File: src/rtl/led_pattern_gen_pkg.sv
// Shared mode encoding and scan-direction constants for the LED pattern generator.
// Pure definitions: no latency, no backpressure.
package led_pkg;

  typedef enum logic [1:0] {
    MODE_UP    = 2'd0,
    MODE_DOWN  = 2'd1,
    MODE_SCAN  = 2'd2,
    MODE_BLINK = 2'd3
  } mode_t;

  localparam logic SCAN_LEFT  = 1'b0;
  localparam logic SCAN_RIGHT = 1'b1;

endpackage

File: src/rtl/led_pattern_gen_tick_prescaler.sv
// Clock divider: counts 0..CLK_DIV-1 while en, strobing tick combinationally in the wrap cycle.
// Latency: strobe is high in the cycle whose closing edge wraps; clr wins over a coincident wrap; en=0 holds.
module tick_prescaler #(
  parameter int CLK_DIV = 20
) (
  input  logic clk,
  input  logic rst_n,
  input  logic en,
  input  logic clr,
  output logic tick
);

  localparam int DIV_W = $clog2(CLK_DIV);
  localparam logic [DIV_W-1:0] LAST = DIV_W'(CLK_DIV - 1);

  logic [DIV_W-1:0] cnt_q, cnt_d;
  logic             wrap;

  assign wrap = (cnt_q == LAST);

  always_comb begin
    cnt_d = cnt_q;
    if (clr) begin
      cnt_d = '0;
    end else if (en) begin
      cnt_d = wrap ? '0 : cnt_q + DIV_W'(1);
    end
  end

  // The caller registers this strobe so its own step and tick land on the same edge.
  assign tick = en && !clr && wrap;

  always_ff @(posedge clk or negedge rst_n) begin
    if (!rst_n) begin
      cnt_q <= '0;
    end else begin
      cnt_q <= cnt_d;
    end
  end

endmodule

File: src/rtl/led_pattern_gen.sv
// N-LED pattern generator (UP/DOWN/SCAN/BLINK) stepped by an internal divider; LED_DIM_EN adds PWM dimming via duty.
// Latency: leds and tick update on the same edge, every CLK_DIV enabled cycles; mode_ld restarts on the next edge.
module led_pattern_gen
  import led_pkg::*;
#(
  parameter int N_LEDS  = 8,
  parameter int CLK_DIV = 20
) (
  input  logic              clk,
  input  logic              rst_n,
  input  logic              en,
  input  logic [1:0]        mode_in,
  input  logic              mode_ld,
`ifdef LED_DIM_EN
  input  logic [3:0]        duty,
`endif
  output logic [N_LEDS-1:0] leds,
  output logic              tick,
  output logic [1:0]        mode_o
);

  localparam logic [N_LEDS-1:0] ONE      = N_LEDS'(1);
  localparam logic [N_LEDS-1:0] ALL_ONES = '1;

  logic              step;
  mode_t             mode_q, mode_d;
  logic [N_LEDS-1:0] leds_q, leds_d;
  logic              dir_q, dir_d;
  logic              tick_q, tick_d;

  tick_prescaler #(
    .CLK_DIV(CLK_DIV)
  ) u_prescaler (
    .clk  (clk),
    .rst_n(rst_n),
    .en   (en),
    .clr  (mode_ld),
    .tick (step)
  );

  always_comb begin
    mode_d = mode_q;
    leds_d = leds_q;
    dir_d  = dir_q;
    tick_d = step;
    if (mode_ld) begin
      mode_d = mode_t'(mode_in);
      dir_d  = SCAN_LEFT;
      case (mode_t'(mode_in))
        MODE_DOWN: leds_d = ALL_ONES;
        MODE_SCAN: leds_d = ONE;
        default:   leds_d = '0;
      endcase
    end else if (step) begin
      case (mode_q)
        MODE_UP:   leds_d = leds_q + ONE;
        MODE_DOWN: leds_d = leds_q - ONE;
        MODE_SCAN: begin
          // Direction flips on the step that lights an end LED, so ends never dwell twice.
          if (N_LEDS == 1) begin
            leds_d = ONE;
          end else if (dir_q == SCAN_LEFT) begin
            leds_d = leds_q << 1;
            if (leds_d[N_LEDS-1]) dir_d = SCAN_RIGHT;
          end else begin
            leds_d = leds_q >> 1;
            if (leds_d[0]) dir_d = SCAN_LEFT;
          end
        end
        default:   leds_d = (leds_q == '0) ? ALL_ONES : '0;
      endcase
    end
  end

  always_ff @(posedge clk or negedge rst_n) begin
    if (!rst_n) begin
      mode_q <= MODE_UP;
      leds_q <= '0;
      dir_q  <= SCAN_LEFT;
      tick_q <= 1'b0;
    end else begin
      mode_q <= mode_d;
      leds_q <= leds_d;
      dir_q  <= dir_d;
      tick_q <= tick_d;
    end
  end

  assign tick   = tick_q;
  assign mode_o = mode_q;

`ifdef LED_DIM_EN
  logic [3:0] pwm_cnt_q, pwm_cnt_d;

  assign pwm_cnt_d = pwm_cnt_q + 4'd1;

  always_ff @(posedge clk or negedge rst_n) begin
    if (!rst_n) begin
      pwm_cnt_q <= 4'd0;
    end else begin
      pwm_cnt_q <= pwm_cnt_d;
    end
  end

  assign leds = leds_q & {N_LEDS{pwm_cnt_q < duty}};
`else
  assign leds = leds_q;
`endif

endmodule

File: config.mk
export PLATFORM = sky130hd
export DESIGN_NAME = led_pattern_gen
export DESIGN_NICKNAME = d
export VERILOG_FILES = /design/src/rtl/led_pattern_gen_pkg.sv /design/src/rtl/led_pattern_gen_tick_prescaler.sv /design/src/rtl/led_pattern_gen.sv
export SDC_FILE = /design/constraint.sdc
export NUM_CORES = 1
export LEC_CHECK = 0
export ABC_AREA = 1
export CORE_ASPECT_RATIO = 0.9
export CORE_UTILIZATION = 55
export DETAILED_ROUTE_END_ITERATION = 12
export PLACE_DENSITY_LB_ADDON = 0.2
export SETUP_SLACK_MARGIN = 0.5
export SLEW_MARGIN = 20
export SYNTH_ARGS = -nofsm -noshare
export SYNTH_HDL_FRONTEND = slang
export SYNTH_HIERARCHICAL = 1
export SYNTH_SLANG_ARGS = --single-unit
export TNS_END_PERCENT = 10
File: constraint.sdc
create_clock -name clk -period 2.4 [get_ports clk]
set_input_delay 0.36 -clock clk [delete_from_list [all_inputs] [get_ports clk]]
set_output_delay 0.36 -clock clk [all_outputs]
set_load 0.005 [all_outputs]
==> tab_implementation.tex, run 1 <==
\begin{tabular}{lr}
\hline
Metric & Value \\
\hline
\multicolumn{2}{l}{\textbf{Layout}} \\
\quad Seq. cell area & 427 µm² \\
\quad Non-filler instance count after layout & 249 \\
\quad Area Growth Syn to Fin & 18.9\% \\
\quad Area of all placed cells without fillers & 0.00163 mm² \\
\quad Final core utilization & 72.2\% \\
\quad Area of the multi-input gates & 822 µm² \\
\quad Share of final-layout standard cells stronger than drive strength 1 & 15.8\% \\
\quad Diode count & 0 \\
\quad Number of nets in the finished design & 234 \\
\quad Number of fillers in the final layout & 185 \\
\multicolumn{2}{l}{\textbf{Timing}} \\
\quad Unrepaired setup endpoints after global routing & yes \\
\quad Final setup violation count & 0 \\
\quad Worst-case clock skew & 15.7 ps \\
\quad Share of the clock period used by the worst path after layout & 74.4\% \\
\quad Worst Hold Margin & 494 ps \\
\quad Final worst path period need & 1790 ps \\
\quad Transition time of the tightest slew-check pin & 773 ps \\
\quad Final setup slack of the worst path & 615 ps \\
\quad Setup Total Neg Slack & 0 ps \\
\quad Fmax & 560 MHz \\
\quad Number of max-slew violations in the final report & 0 \\
\quad Final Hold Viols & 0 \\
\quad Remaining max-slew budget at the tightest pin & 48.3\% \\
\multicolumn{2}{l}{\textbf{GRT}} \\
\quad Maximum number of pins on one net before global-route repair & 18 \\
\quad Vias in the first global route & 1,266 \\
\quad Global-route wire length before repair & 5.64 mm \\
\quad Grt ovf & 0 \\
\quad Overall fraction of global-route tracks in use & 28.2\% \\
\quad Antenna violations before repair & 0 \\
\multicolumn{2}{l}{\textbf{Clocking}} \\
\quad Inserted Clock Buffers & 3 \\
\quad TritonCTS clock tree & yes \\
\quad Clock slew seen by the registers of the worst setup and hold paths & 110 ps \\
\quad H-tree depth reported by CTS & 1 \\
\quad Insertion delay to the later sink of the worst-skew pair & 300 ps \\
\quad Root buffer cell & sky130\_fd\_sc\_hd\_\_clkbuf\_4 \\
\quad CTS hold repair buffers & 0 \\
\quad Sinks on the clock net & 17 \\
\quad Clock Tree Buf Depth & 2 \\
\multicolumn{2}{l}{\textbf{Critical path}} \\
\quad Crit Path Category & reg2reg \\
\quad Buffer and inverter count on the worst path & 3 \\
\quad Largest fanout of any net on the critical path & 6 \\
\quad Critical Path AT & 2010 ps \\
\quad Max stage delay cell, worst path & sky130\_fd\_sc\_hd\_\_dfrtp\_2 \\
\quad Cell type group with the largest total delay on the critical path & flip-flops \\
\quad Worst path required time & 2630 ps \\
\quad Slowest Stage Delay on Critical Path & 480 ps \\
\quad CP endpoint kind & flop \\
\quad Crit path cell chain & nand2\_4 > inv\_2 > ha\_4 > inv\_1 > o21bai\_1 > inv\_1 > nand2\_2 > nand2\_1 > nand3\_1 > nand3\_1 > a21oi\_2 \\
\quad Kind of launch point of the worst setup path & flop \\
\multicolumn{2}{l}{\textbf{Synth}} \\
\quad Library cell occupying the most area in the post-synthesis netlist & sky130\_fd\_sc\_hd\_\_dfrtp\_1 \\
\quad Leading register cell type out of synthesis & sky130\_fd\_sc\_hd\_\_dfrtp\_1 \\
\quad Register bit count reported by yosys & 17 \\
\quad Portion of the post-synthesis area used by sequential elements & 31.0\% \\
\quad Proportion of netlist area held by the largest area contributor & 31.0\% \\
\quad Proportion of register bits with asynchronous set or reset after synthesis & 100\% \\
\quad Number of enable flip-flop cells after synthesis & 0 \\
\quad Warning count from the yosys run & 6 \\
\quad Post-synth net total & 211 \\
\quad Syn avg cell area & 6.87 µm² \\
\quad Post-synth design cell area & 0.00137 mm² \\
\quad Cell types with the largest area share after synthesis & sky130\_fd\_sc\_hd\_\_dfrtp\_1, sky130\_fd\_sc\_hd\_\_nand2\_1, sky130\_fd\_sc\_hd\_\_inv\_1 \\
\quad Number of instances in the synthesized netlist & 200 \\
\quad Yosys cell types & 31 \\
\multicolumn{2}{l}{\textbf{Floorplanning}} \\
\quad Die Outline Area & 0.00270 mm² \\
\quad Die width & 54.7 µm \\
\quad Area inside the core boundary & 0.00226 mm² \\
\quad Total I/O pin count & 17 \\
\quad Effective utilization at floorplan & 60.7\% \\
\quad Y dimension of the die & 49.4 µm \\
\quad Cell Rows & 16 \\
\multicolumn{2}{l}{\textbf{Placed design}} \\
\quad Number of placed cells counting well taps & 243 \\
\quad Dpl hpwl & 2.52 mm \\
\quad Placer's final routability congestion estimate & 0.925 \\
\quad Area post-placement & 0.00157 mm² \\
\quad Count of buffers inserted at the top-level ports & 16 \\
\quad Worst slack, placed & 494 ps \\
\multicolumn{2}{l}{\textbf{Route}} \\
\quad Count of vias placed by the detailed router & 1,421 \\
\quad Via-to-Cell Ratio & 5.71 \\
\quad Number of nets with antenna violations after detailed routing & 0 \\
\quad Post-route DRC & 0 \\
\quad Violation count after the first detailed-routing iteration & 88 \\
\quad Number of detailed-routing iterations run before antenna repair & 4 \\
\quad Routed wire per std cell & 13.3 µm \\
\quad Routed WL & 3.32 mm \\
\multicolumn{2}{l}{\textbf{Job}} \\
\quad Max-cap violations & 0 \\
\multicolumn{2}{l}{\textbf{Min path}} \\
\quad Worst hold-check path type & in2async \\
\multicolumn{2}{l}{\textbf{Pwr}} \\
\quad LEAKAGE & 0.824 nW \\
\quad Maximum vdd drop & 0.492 mV \\
\quad Total power after layout & 812 µW \\
\quad Ratio of total power to cell area & 497 mW/mm² \\
\multicolumn{2}{l}{\textbf{Run status}} \\
\quad Status & finished clean \\
\hline
\end{tabular}
[kinds of logic (layout without fill, tap and decap cells)]
family	Yosys count	after routing	share of synthesized area, %
AOI/OAI and AO/OA	38	38	19.0
xor gates and xnor gates	2	2	1.28
adders and majority gates	5	5	4.55
buffers and inverters	37	59	10.7
DFF	17	17	31.0
and+or+nand+nor	101	101	33.5
[cells in the mapped netlist, types with 4 or more instances]
library cell               number
sky130_fd_sc_hd__a21oi_1       11
sky130_fd_sc_hd__a22oi_1        5
sky130_fd_sc_hd__dfrtp_1       17
sky130_fd_sc_hd__ha_1           5
sky130_fd_sc_hd__inv_1         30
sky130_fd_sc_hd__inv_2          5
sky130_fd_sc_hd__nand2_1       47
sky130_fd_sc_hd__nand2_2        7
sky130_fd_sc_hd__nand3_1       16
sky130_fd_sc_hd__nor2_1        20
sky130_fd_sc_hd__o211ai_1       4
sky130_fd_sc_hd__o21ai_0        8
[cell usage in the layout (no fill, tap or decap), types with 3 or more instances in the layout]
cell type	Yosys	layout
sky130_fd_sc_hd__a21oi_1	11	11
sky130_fd_sc_hd__a22oi_1	5	5
sky130_fd_sc_hd__buf_4	0	4
sky130_fd_sc_hd__clkbuf_4	0	3
sky130_fd_sc_hd__clkdlybuf4s50_1	0	16
sky130_fd_sc_hd__dfrtp_1	17	16
sky130_fd_sc_hd__ha_1	5	4
sky130_fd_sc_hd__inv_1	30	29
sky130_fd_sc_hd__inv_2	5	5
sky130_fd_sc_hd__nand2_1	47	47
sky130_fd_sc_hd__nand2_2	7	7
sky130_fd_sc_hd__nand3_1	16	15
sky130_fd_sc_hd__nand3_2	2	3
sky130_fd_sc_hd__nand4_1	3	3
sky130_fd_sc_hd__nor2_1	20	19
sky130_fd_sc_hd__o211ai_1	4	4
sky130_fd_sc_hd__o21ai_0	8	7
[layout make-up]
class,count,area share (%)
inverter,35,8.19
clock buffer,3,1.38
timing repair buffer,20,11.6
tap,27,2.07
clock inverter,1,0.306
multi-input combinational,146,50.3
sequential,17,26.1
[registers in the layout, indices dropped and copies added (netlist names)]
signal and cells:
mode_o 2, dir_q 1, tick 1, u_prescaler/cnt_q 5, leds 8
[where the power goes]
group,internal (mW),switching (mW)
sequential,0.309,0.0431
clock,0.0621,0.0983
combinational,0.132,0.167
total,0.503,0.308
[timing repair]
item / 4_1_cts / 5_1_grt
buffers inserted: 0 / 2
setup endpoints to repair: 2 / 7
resized for setup: 1 / 7
[worst paths after layout]
kind | startpoint | end | slack, ps | cells past startpoint
worst max-delay path | mode_o[0] | leds[6] | 610 | 11
worst min-delay path | rst_n | mode_o[1] | 490 | 1
worst max register to register | mode_o[0] | leds[6] | 610 | 11
worst min register to register | u_prescaler/cnt_q[4] | u_prescaler/cnt_q[4] | 580 | 2
max in group asynchronous | rst_n | mode_o[0] | 1380 | 1
min in group clk | u_prescaler/cnt_q[4] | u_prescaler/cnt_q[4] | 580 | 2
[metal layers]
layer,track usage [%],vias up,part of all wire [%]
met5,0,-,0
met4,5.56,0,0.81
met3,6.23,4,9.4
met2,41.6,68,45
met1,41.5,648,45
li1,-,701,-
Power figures use the tool's default switching activity.
==> run 2, diff against run 1 <==
--- a/config.mk
+++ b/config.mk
@@ -7,7 +7,7 @@
 export LEC_CHECK = 0
 export ABC_AREA = 1
 export CORE_ASPECT_RATIO = 0.9
-export CORE_UTILIZATION = 55
+export CORE_UTILIZATION = 50
 export DETAILED_ROUTE_END_ITERATION = 12
 export PLACE_DENSITY_LB_ADDON = 0.2
 export SETUP_SLACK_MARGIN = 0.5
==> constraint.sdc (replaced) <==
create_clock -name clk -period 1.5 [get_ports clk]
set_input_delay 0.225 -clock clk [delete_from_list [all_inputs] [get_ports clk]]
set_output_delay 0.225 -clock clk [all_outputs]
set_load 0.005 [all_outputs]
==> run 2 against run 1 <==
The run now ends with design-rule violations, negative setup slack left. Critical path depth is 3 higher. Global-route usage increased by 0.70 points. Combinational power grew to 2.5 times the previous value. Sequential power up 52%. Design area up 30%. Critical path type unchanged. Cell count rose by 16%. Worst hold slack lost 240 ps. Clock-buffer cell count unchanged. First-iteration DRC count down 3.4%. Setup slack got worse by 810 ps. Non-clock buffer count rose by 40.
==> tab_implementation.tex, run 2 (synthesis results as in run 1) <==
\begin{tabular}{lr}
\hline
Metric & Value \\
\hline
\multicolumn{2}{l}{\textbf{Run status}} \\
\quad Status & finished with violations \\
\quad Violated checks & design-rule violations, negative setup slack \\
\multicolumn{2}{l}{\textbf{Clocking}} \\
\quad Insertion delay to the later sink of the worst-skew pair & 300 ps (about the same) \\
\quad Inserted Clock Buffers & 3 (unchanged) \\
\quad Sinks on the clock net & 17 (unchanged) \\
\quad TritonCTS clock tree & yes \\
\quad H-tree depth reported by CTS & 1 (unchanged) \\
\quad Root buffer cell & sky130\_fd\_sc\_hd\_\_clkbuf\_4 \\
\quad Clock slew seen by the registers of the worst setup and hold paths & 110 ps (about the same) \\
\quad Clock Tree Buf Depth & 2 (unchanged) \\
\multicolumn{2}{l}{\textbf{Pwr}} \\
\quad Switching Power & 571 µW (+85\%) \\
\quad Ratio of total power to cell area & 722 mW/mm² (+45\%) \\
\quad Relative contribution of sequential cells to total power & 34.9\% (-8.5 points) \\
\quad Total power after layout & 1.53 mW (+89\%) \\
\quad Combinational Power Share & 49.2\% (+12 points) \\
\quad Switching part of the total power & 37.2\% (-0.74 points) \\
\quad Share of total power in the clock network & 15.9\% (-3.9 points) \\
\quad LEAKAGE & 1.07 nW (+29\%) \\
\quad Cell-internal power & 962 µW (+91\%) \\
\quad Maximum vdd drop & 0.622 mV (+26\%) \\
\multicolumn{2}{l}{\textbf{Floorplanning}} \\
\quad Die width & 57.3 µm (+4.7\%) \\
\quad Cell Rows & 17 (+1) \\
\quad Area inside the core boundary & 0.00253 mm² (+12\%) \\
\quad Y dimension of the die & 51.7 µm (+4.7\%) \\
\quad Effective utilization at floorplan & 54.3\% (-6.5 points) \\
\quad Die Outline Area & 0.00296 mm² (+9.6\%) \\
\quad Total I/O pin count & 17 (unchanged) \\
\multicolumn{2}{l}{\textbf{GRT}} \\
\quad Global-route wire length before repair & 6.49 mm (+15\%) \\
\quad Grt ovf & 0 (unchanged) \\
\quad Maximum number of pins on one net before global-route repair & 18 (unchanged) \\
\quad Overall fraction of global-route tracks in use & 28.9\% (+0.70 points) \\
\quad Antenna violations before repair & 0 (unchanged) \\
\quad Vias in the first global route & 1,541 (+22\%) \\
\multicolumn{2}{l}{\textbf{Layout}} \\
\quad Share of final-layout standard cells stronger than drive strength 1 & 42.4\% (+27 points) \\
\quad Number of nets in the finished design & 274 (+17\%) \\
\quad Most frequent standard cell in the layout excluding fill and tap cells & sky130\_fd\_sc\_hd\_\_nand2\_1 \\
\quad Area Growth Syn to Fin & 54.6\% \\
\quad Number of fillers in the final layout & 142 (-23\%) \\
\quad Leading cell types in the layout, fill and taps excluded & sky130\_fd\_sc\_hd\_\_nand2\_1, sky130\_fd\_sc\_hd\_\_buf\_4, sky130\_fd\_sc\_hd\_\_inv\_1 \\
\quad Max reg flops & 8 (unchanged) \\
\quad Non-filler instance count after layout & 290 (+16\%) \\
\quad Diode count & 0 (unchanged) \\
\multicolumn{2}{l}{\textbf{Critical path}} \\
\quad CP endpoint kind & flop \\
\quad Cell type group with the largest total delay on the critical path & simple AND/OR/NAND/NOR gates \\
\quad Largest fanout of any net on the critical path & 4 (-2) \\
\quad Crit Path Category & reg2reg \\
\quad Worst path required time & 1670 ps (-960 ps) \\
\quad Crit path cell chain & inv\_2 > nand2\_4 > nand2\_2 > buf\_4 > buf\_4 > nand3\_2 > o21bai\_4 > nand2\_1 > nand2\_1 > nand2\_1 > nand3\_1 > nand2\_1 > nand2\_1 > nand2\_1 \\
\quad Slowest Stage Delay on Critical Path & 410 ps (-70 ps) \\
\quad Kind of launch point of the worst setup path & flop \\
\quad Max stage delay cell, worst path & sky130\_fd\_sc\_hd\_\_dfrtp\_1 \\
\quad Critical Path AT & 1870 ps (-140 ps) \\
\quad Buffer and inverter count on the worst path & 3 (unchanged) \\
\quad Most numerous cell on the critical path & sky130\_fd\_sc\_hd\_\_nand2\_1 \\
\multicolumn{2}{l}{\textbf{Timing}} \\
\quad Final setup violation count & 10 (+10) \\
\quad Fmax & 590 MHz (+5.3\%) \\
\quad Transition time of the tightest slew-check pin & 291 ps (-482 ps) \\
\quad Worst-case clock skew & 17.8 ps (+2.08 ps) \\
\quad Final worst path period need & 1700 ps (-90.4 ps) \\
\quad Share of the clock period used by the worst path after layout & 113\% (+39 points) \\
\quad Number of max-slew violations in the final report & 0 (unchanged) \\
\quad Final setup slack of the worst path & -195 ps (-810 ps) \\
\quad Worst Hold Margin & 256 ps (-237 ps) \\
\quad Remaining max-slew budget at the tightest pin & 80.4\% (+32 points) \\
\quad Final Hold Viols & 0 (unchanged) \\
\quad Unrepaired setup endpoints after global routing & yes \\
\multicolumn{2}{l}{\textbf{Route}} \\
\quad Count of vias placed by the detailed router & 1,619 (+14\%) \\
\quad Violation count after the first detailed-routing iteration & 85 (-3.4\%) \\
\quad Number of nets with antenna violations after detailed routing & 0 (unchanged) \\
\quad Number of detailed-routing iterations run before antenna repair & 9 (+5) \\
\quad Post-route DRC & 2 (+2) \\
\quad Via-to-Cell Ratio & 5.58 (-2.2\%) \\
\quad Routed wire per std cell & 13.9 µm (+4.4\%) \\
\quad Routed WL & 4.04 mm (+22\%) \\
\multicolumn{2}{l}{\textbf{Placed design}} \\
\quad Placer's final routability congestion estimate & 0.949 (+2.6\%) \\
\quad Worst slack, placed & -194 ps (-687 ps) \\
\quad Dpl hpwl & 3.02 mm (+20\%) \\
\quad Number of placed cells counting well taps & 279 (+15\%) \\
\quad Count of buffers inserted at the top-level ports & 16 (unchanged) \\
\multicolumn{2}{l}{\textbf{Job}} \\
\quad Max-cap violations & 0 (unchanged) \\
\multicolumn{2}{l}{\textbf{Min path}} \\
\quad Worst hold-check path type & in2async \\
\hline
\end{tabular}
run 2: cell types whose count changed in the layout (fill, tap and decap cells not counted), sizes merged:
cell           previous run  this run
dlygate4sd2               0         1
buf                       4        51
dlymetal6s2s              0         1
clkdlybuf4s50            16         7
run 2: stage by stage:
stage,TNS [ps],util (%),instance area (µm²)
after floorplan,-552,-,1410
after global placement,-765,73.7,1860
after detailed placement,-1250,73.7,1860
after CTS,-1030,79.2,2000
after global routing,-2000,83.9,2120
final,-906,83.9,2120
run 2: cell type report:
| class | instances | area (µm²) | area share [%] |
|---|---|---|---|
| clock buffers | 3 | 22.5 | 1.06 |
| clock inverters | 1 | 5.00 | 0.236 |
| inverters | 35 | 136 | 6.42 |
| multi-input cells | 146 | 968 | 45.6 |
| flip-flops and latches | 17 | 428 | 20.1 |
| well taps | 28 | 35.0 | 1.65 |
| repair buffers | 60 | 529 | 24.9 |
run 2: routing by layer:
metal | GRT usage [%] | routed length [µm] | share of wire, %
met5 | 0 | 0 | 0
met3 | 4.73 | 275 | 6.8
met1 | 36.0 | 1660 | 41
met2 | 51.4 | 2000 | 50
met4 | 9.35 | 99 | 2.5
run 2: power groups by stage:
stage / clock network [mW] / logic (mW) / registers [mW]
6_report: 0.244 / 0.754 / 0.536
5_1_grt: 0.280 / 0.809 / 0.541
4_1_cts: 0.258 / 0.671 / 0.536
3_5_place_dp: 0 / 0.613 / 0.540
3_3_place_gp: 0 / 0.592 / 0.537
2_1_floorplan: 0 / 0.306 / 0.560
run 2: path summary, 6_finish.rpt:
kind	cells past startpoint	startpoint	to	slack, ps
max	14	mode_o[1]	leds[7]	-200
min	2	rst_n	mode_o[1]	260
max reg2reg	14	mode_o[1]	leds[7]	-200
min reg2reg	2	u_prescaler/cnt_q[4]	u_prescaler/cnt_q[4]	580
max in group asynchronous	2	rst_n	leds[7]	1030
min in group clk	3	mode_in[0]	mode_o[0]	550
run 2: repair_timing:
item	CTS	global route
hold buffers	0	0
buffers inserted	2	5
gates resized for setup	61	26
endpoints found under the setup margin	26	27
pin swaps	19	20
==> run 3, diff against run 2 <==
--- a/config.mk
+++ b/config.mk
@@ -7,10 +7,10 @@
 export LEC_CHECK = 0
 export ABC_AREA = 1
 export CORE_ASPECT_RATIO = 0.9
-export CORE_UTILIZATION = 50
+export CORE_UTILIZATION = 40
 export DETAILED_ROUTE_END_ITERATION = 12
+export GPL_ROUTABILITY_DRIVEN = 0
 export PLACE_DENSITY_LB_ADDON = 0.2
-export SETUP_SLACK_MARGIN = 0.5
 export SLEW_MARGIN = 20
 export SYNTH_ARGS = -nofsm -noshare
 export SYNTH_HDL_FRONTEND = slang
==> run 3 against run 2 <==
Wire length fell by 8.1%. Cell count up 5.9%. Critical path type unchanged. Via count is 5.0% lower. Worst hold slack improved by 42 ps. Sequential power barely moved. Die area up 24%. Register-to-register slack improved by 80 ps. The flow finishes with violations (negative setup slack). Design area grew 0.77%.
==> tab_implementation.tex, run 3 (synthesis results as in run 1) <==
\begin{tabular}{lr}
\hline
Metric & Value \\
\hline
\multicolumn{2}{l}{\textbf{Floorplanning}} \\
\quad Effective utilization at floorplan & 43.5\% (-11 points) \\
\quad Total I/O pin count & 17 (unchanged) \\
\quad Y dimension of the die & 57.6 µm (+11\%) \\
\quad Die width & 63.8 µm (+11\%) \\
\quad Cell Rows & 19 (+2) \\
\quad Die Outline Area & 0.00367 mm² (+24\%) \\
\quad Area inside the core boundary & 0.00316 mm² (+25\%) \\
\multicolumn{2}{l}{\textbf{Timing}} \\
\quad Remaining max-slew budget at the tightest pin & 81.1\% (+0.68 points) \\
\quad Number of max-slew violations in the final report & 0 (unchanged) \\
\quad Setup Total Neg Slack & -433 ps (+473 ps) \\
\quad Final setup violation count & 8 (-2) \\
\quad Transition time of the tightest slew-check pin & 284 ps (-7.88 ps) \\
\quad Final Hold Viols & 0 (unchanged) \\
\quad Final worst path period need & 1610 ps (-80.1 ps) \\
\quad Worst Hold Margin & 298 ps (+41.9 ps) \\
\quad Worst-case clock skew & 8.99 ps (-8.79 ps) \\
\quad Fmax & 619 MHz (+5.0\%) \\
\quad Unrepaired setup endpoints after global routing & yes \\
\quad Share of the clock period used by the worst path after layout & 108\% (-5.3 points) \\
\quad Final setup slack of the worst path & -115 ps (+80.1 ps) \\
\multicolumn{2}{l}{\textbf{Placed design}} \\
\quad Dpl hpwl & 2.88 mm (-4.7\%) \\
\quad Worst slack, placed & -221 ps (-27.2 ps) \\
\quad Number of placed cells counting well taps & 302 (+8.2\%) \\
\quad Area post-placement & 0.00195 mm² (+4.6\%) \\
\quad Count of buffers inserted at the top-level ports & 16 (unchanged) \\
\multicolumn{2}{l}{\textbf{Clocking}} \\
\quad TritonCTS clock tree & yes \\
\quad H-tree depth reported by CTS & 1 (unchanged) \\
\quad Sinks on the clock net & 17 (unchanged) \\
\quad Clock Tree Buf Depth & 2 (unchanged) \\
\quad Inserted Clock Buffers & 3 (unchanged) \\
\quad Root buffer cell & sky130\_fd\_sc\_hd\_\_clkbuf\_8 \\
\quad Clock slew seen by the registers of the worst setup and hold paths & 70 ps (-40 ps) \\
\quad Insertion delay to the later sink of the worst-skew pair & 250 ps (-50 ps) \\
\multicolumn{2}{l}{\textbf{Pwr}} \\
\quad Maximum vdd drop & 0.504 mV (-19\%) \\
\quad Total power after layout & 1.59 mW (+3.6\%) \\
\quad Ratio of total power to cell area & 742 mW/mm² (+2.8\%) \\
\quad LEAKAGE & 1.10 nW (+3.1\%) \\
\multicolumn{2}{l}{\textbf{Critical path}} \\
\quad CP endpoint kind & flop \\
\quad Crit Reg-Reg Endpoint & leds[4] \\
\quad Reg-to-Reg Start & mode\_o[1] \\
\quad Largest fanout of any net on the critical path & 3 (-1) \\
\quad Worst path required time & 1680 ps (about the same) \\
\quad Critical Path AT & 1790 ps (-80 ps) \\
\quad Flop2flop setup slack & -110 ps (+80 ps) \\
\quad Kind of launch point of the worst setup path & flop \\
\quad Worst Reg-to-Reg Cells & 12 (-2) \\
\quad Crit Path Category & reg2reg \\
\multicolumn{2}{l}{\textbf{Layout}} \\
\quad Final core utilization & 67.7\% (-16 points) \\
\quad Number of fillers in the final layout & 278 (+96\%) \\
\quad Area of the multi-input gates & 936 µm² (-3.4\%) \\
\quad Number of nets in the finished design & 277 (+1.1\%) \\
\quad Area of all placed cells without fillers & 0.00214 mm² (+0.77\%) \\
\quad Area Growth Syn to Fin & 55.8\% \\
\quad Share of final-layout standard cells stronger than drive strength 1 & 39.2\% (-3.1 points) \\
\quad Seq. cell area & 428 µm² (unchanged) \\
\quad Leading cell types in the layout, fill and taps excluded & sky130\_fd\_sc\_hd\_\_nand2\_1, sky130\_fd\_sc\_hd\_\_buf\_4, sky130\_fd\_sc\_hd\_\_inv\_1 \\
\quad Non-filler instance count after layout & 307 (+5.9\%) \\
\quad Max reg flops & 8 (unchanged) \\
\quad Diode count & 0 (unchanged) \\
\multicolumn{2}{l}{\textbf{GRT}} \\
\quad Vias in the first global route & 1,368 (-11\%) \\
\quad Global-route wire length before repair & 6.16 mm (-5.1\%) \\
\quad Met3 Use GR & 3.80\% (-0.93 points) \\
\quad Busiest layer in global routing & met2 \\
\quad Overall fraction of global-route tracks in use & 21.6\% (-7.3 points) \\
\quad Met1 usage in global routing & 30.6\% (-5.4 points) \\
\quad Antenna violations before repair & 0 (unchanged) \\
\quad Grt ovf & 0 (unchanged) \\
\quad Met2 usage & 34.3\% (-17 points) \\
\quad Maximum number of pins on one net before global-route repair & 18 (unchanged) \\
\multicolumn{2}{l}{\textbf{Run status}} \\
\quad Status & finished with violations \\
\quad Violated checks & negative setup slack \\
\multicolumn{2}{l}{\textbf{Route}} \\
\quad Number of nets with antenna violations after detailed routing & 0 (unchanged) \\
\quad Routed wire per std cell & 12.1 µm (-13\%) \\
\quad Violation count after the first detailed-routing iteration & 69 (-19\%) \\
\quad Count of vias placed by the detailed router & 1,538 (-5.0\%) \\
\quad Via-to-Cell Ratio & 5.01 (-10\%) \\
\quad Routed WL & 3.71 mm (-8.1\%) \\
\quad Number of detailed-routing iterations run before antenna repair & 4 (-5) \\
\quad Post-route DRC & 0 (-2) \\
\multicolumn{2}{l}{\textbf{Min path}} \\
\quad Worst hold-check path type & in2async \\
\multicolumn{2}{l}{\textbf{Job}} \\
\quad Max-cap violations & 0 (unchanged) \\
\hline
\end{tabular}
[run 3: repair_timing]
action | CTS | global route
hold buffers | 0 | 0
setup buffers | 0 | 1
endpoints found under the setup margin | 13 | 15
pin swaps | 3 | 13
gates resized for setup | 14 | 35
[run 3: how the worst max path moves through the flow]
stage	startpoint	end	slack [ps]	depth (start not counted)
final	mode_o[1]	leds[4]	-110	12
after global routing	mode_o[0]	leds[7]	-230	12
after CTS	mode_o[0]	leds[6]	-120	11
after detailed placement	en	leds[6]	-220	8
after global placement	en	leds[6]	-180	8
after floorplan	mode_o[1]	leds[6]	-120	12
[run 3: layout make-up]
type                            instances  area share (%)
Sequential cell                        17            20.0
Multi-Input combinational cell        146            43.7
Timing Repair Buffer                   63            25.4
Clock buffer                            4            2.10
Tap cell                               42            2.45
Inverter                               35            6.37
[run 3: per-layer routing]
| layer | wire length (µm) | vias up |
|---|---|---|
| li1 | - | 784 |
| met1 | 1770 | 699 |
| met4 | 34 | 0 |
| met5 | 0 | - |
| met2 | 1700 | 51 |
| met3 | 208 | 4 |
[run 3: power by group]
| part | internal [mW] | switching (mW) |
|---|---|---|
| clock network | 0.188 | 0.153 |
| registers | 0.496 | 0.0384 |
| logic | 0.349 | 0.363 |
| total | 1.03 | 0.555 |
[run 3: critical path, stage by stage, from the launching register on]
cell	delay (ps)
sky130_fd_sc_hd__dfrtp_1	380
sky130_fd_sc_hd__inv_2	100
sky130_fd_sc_hd__nand2_4	80
sky130_fd_sc_hd__inv_6	80
sky130_fd_sc_hd__ha_4	210
sky130_fd_sc_hd__buf_4	150
sky130_fd_sc_hd__nand3_4	90
sky130_fd_sc_hd__nand2_4	60
sky130_fd_sc_hd__nand2_2	60
sky130_fd_sc_hd__nand3_2	80
sky130_fd_sc_hd__nand2_2	70
sky130_fd_sc_hd__nand2_2	50
sky130_fd_sc_hd__a21oi_2	130
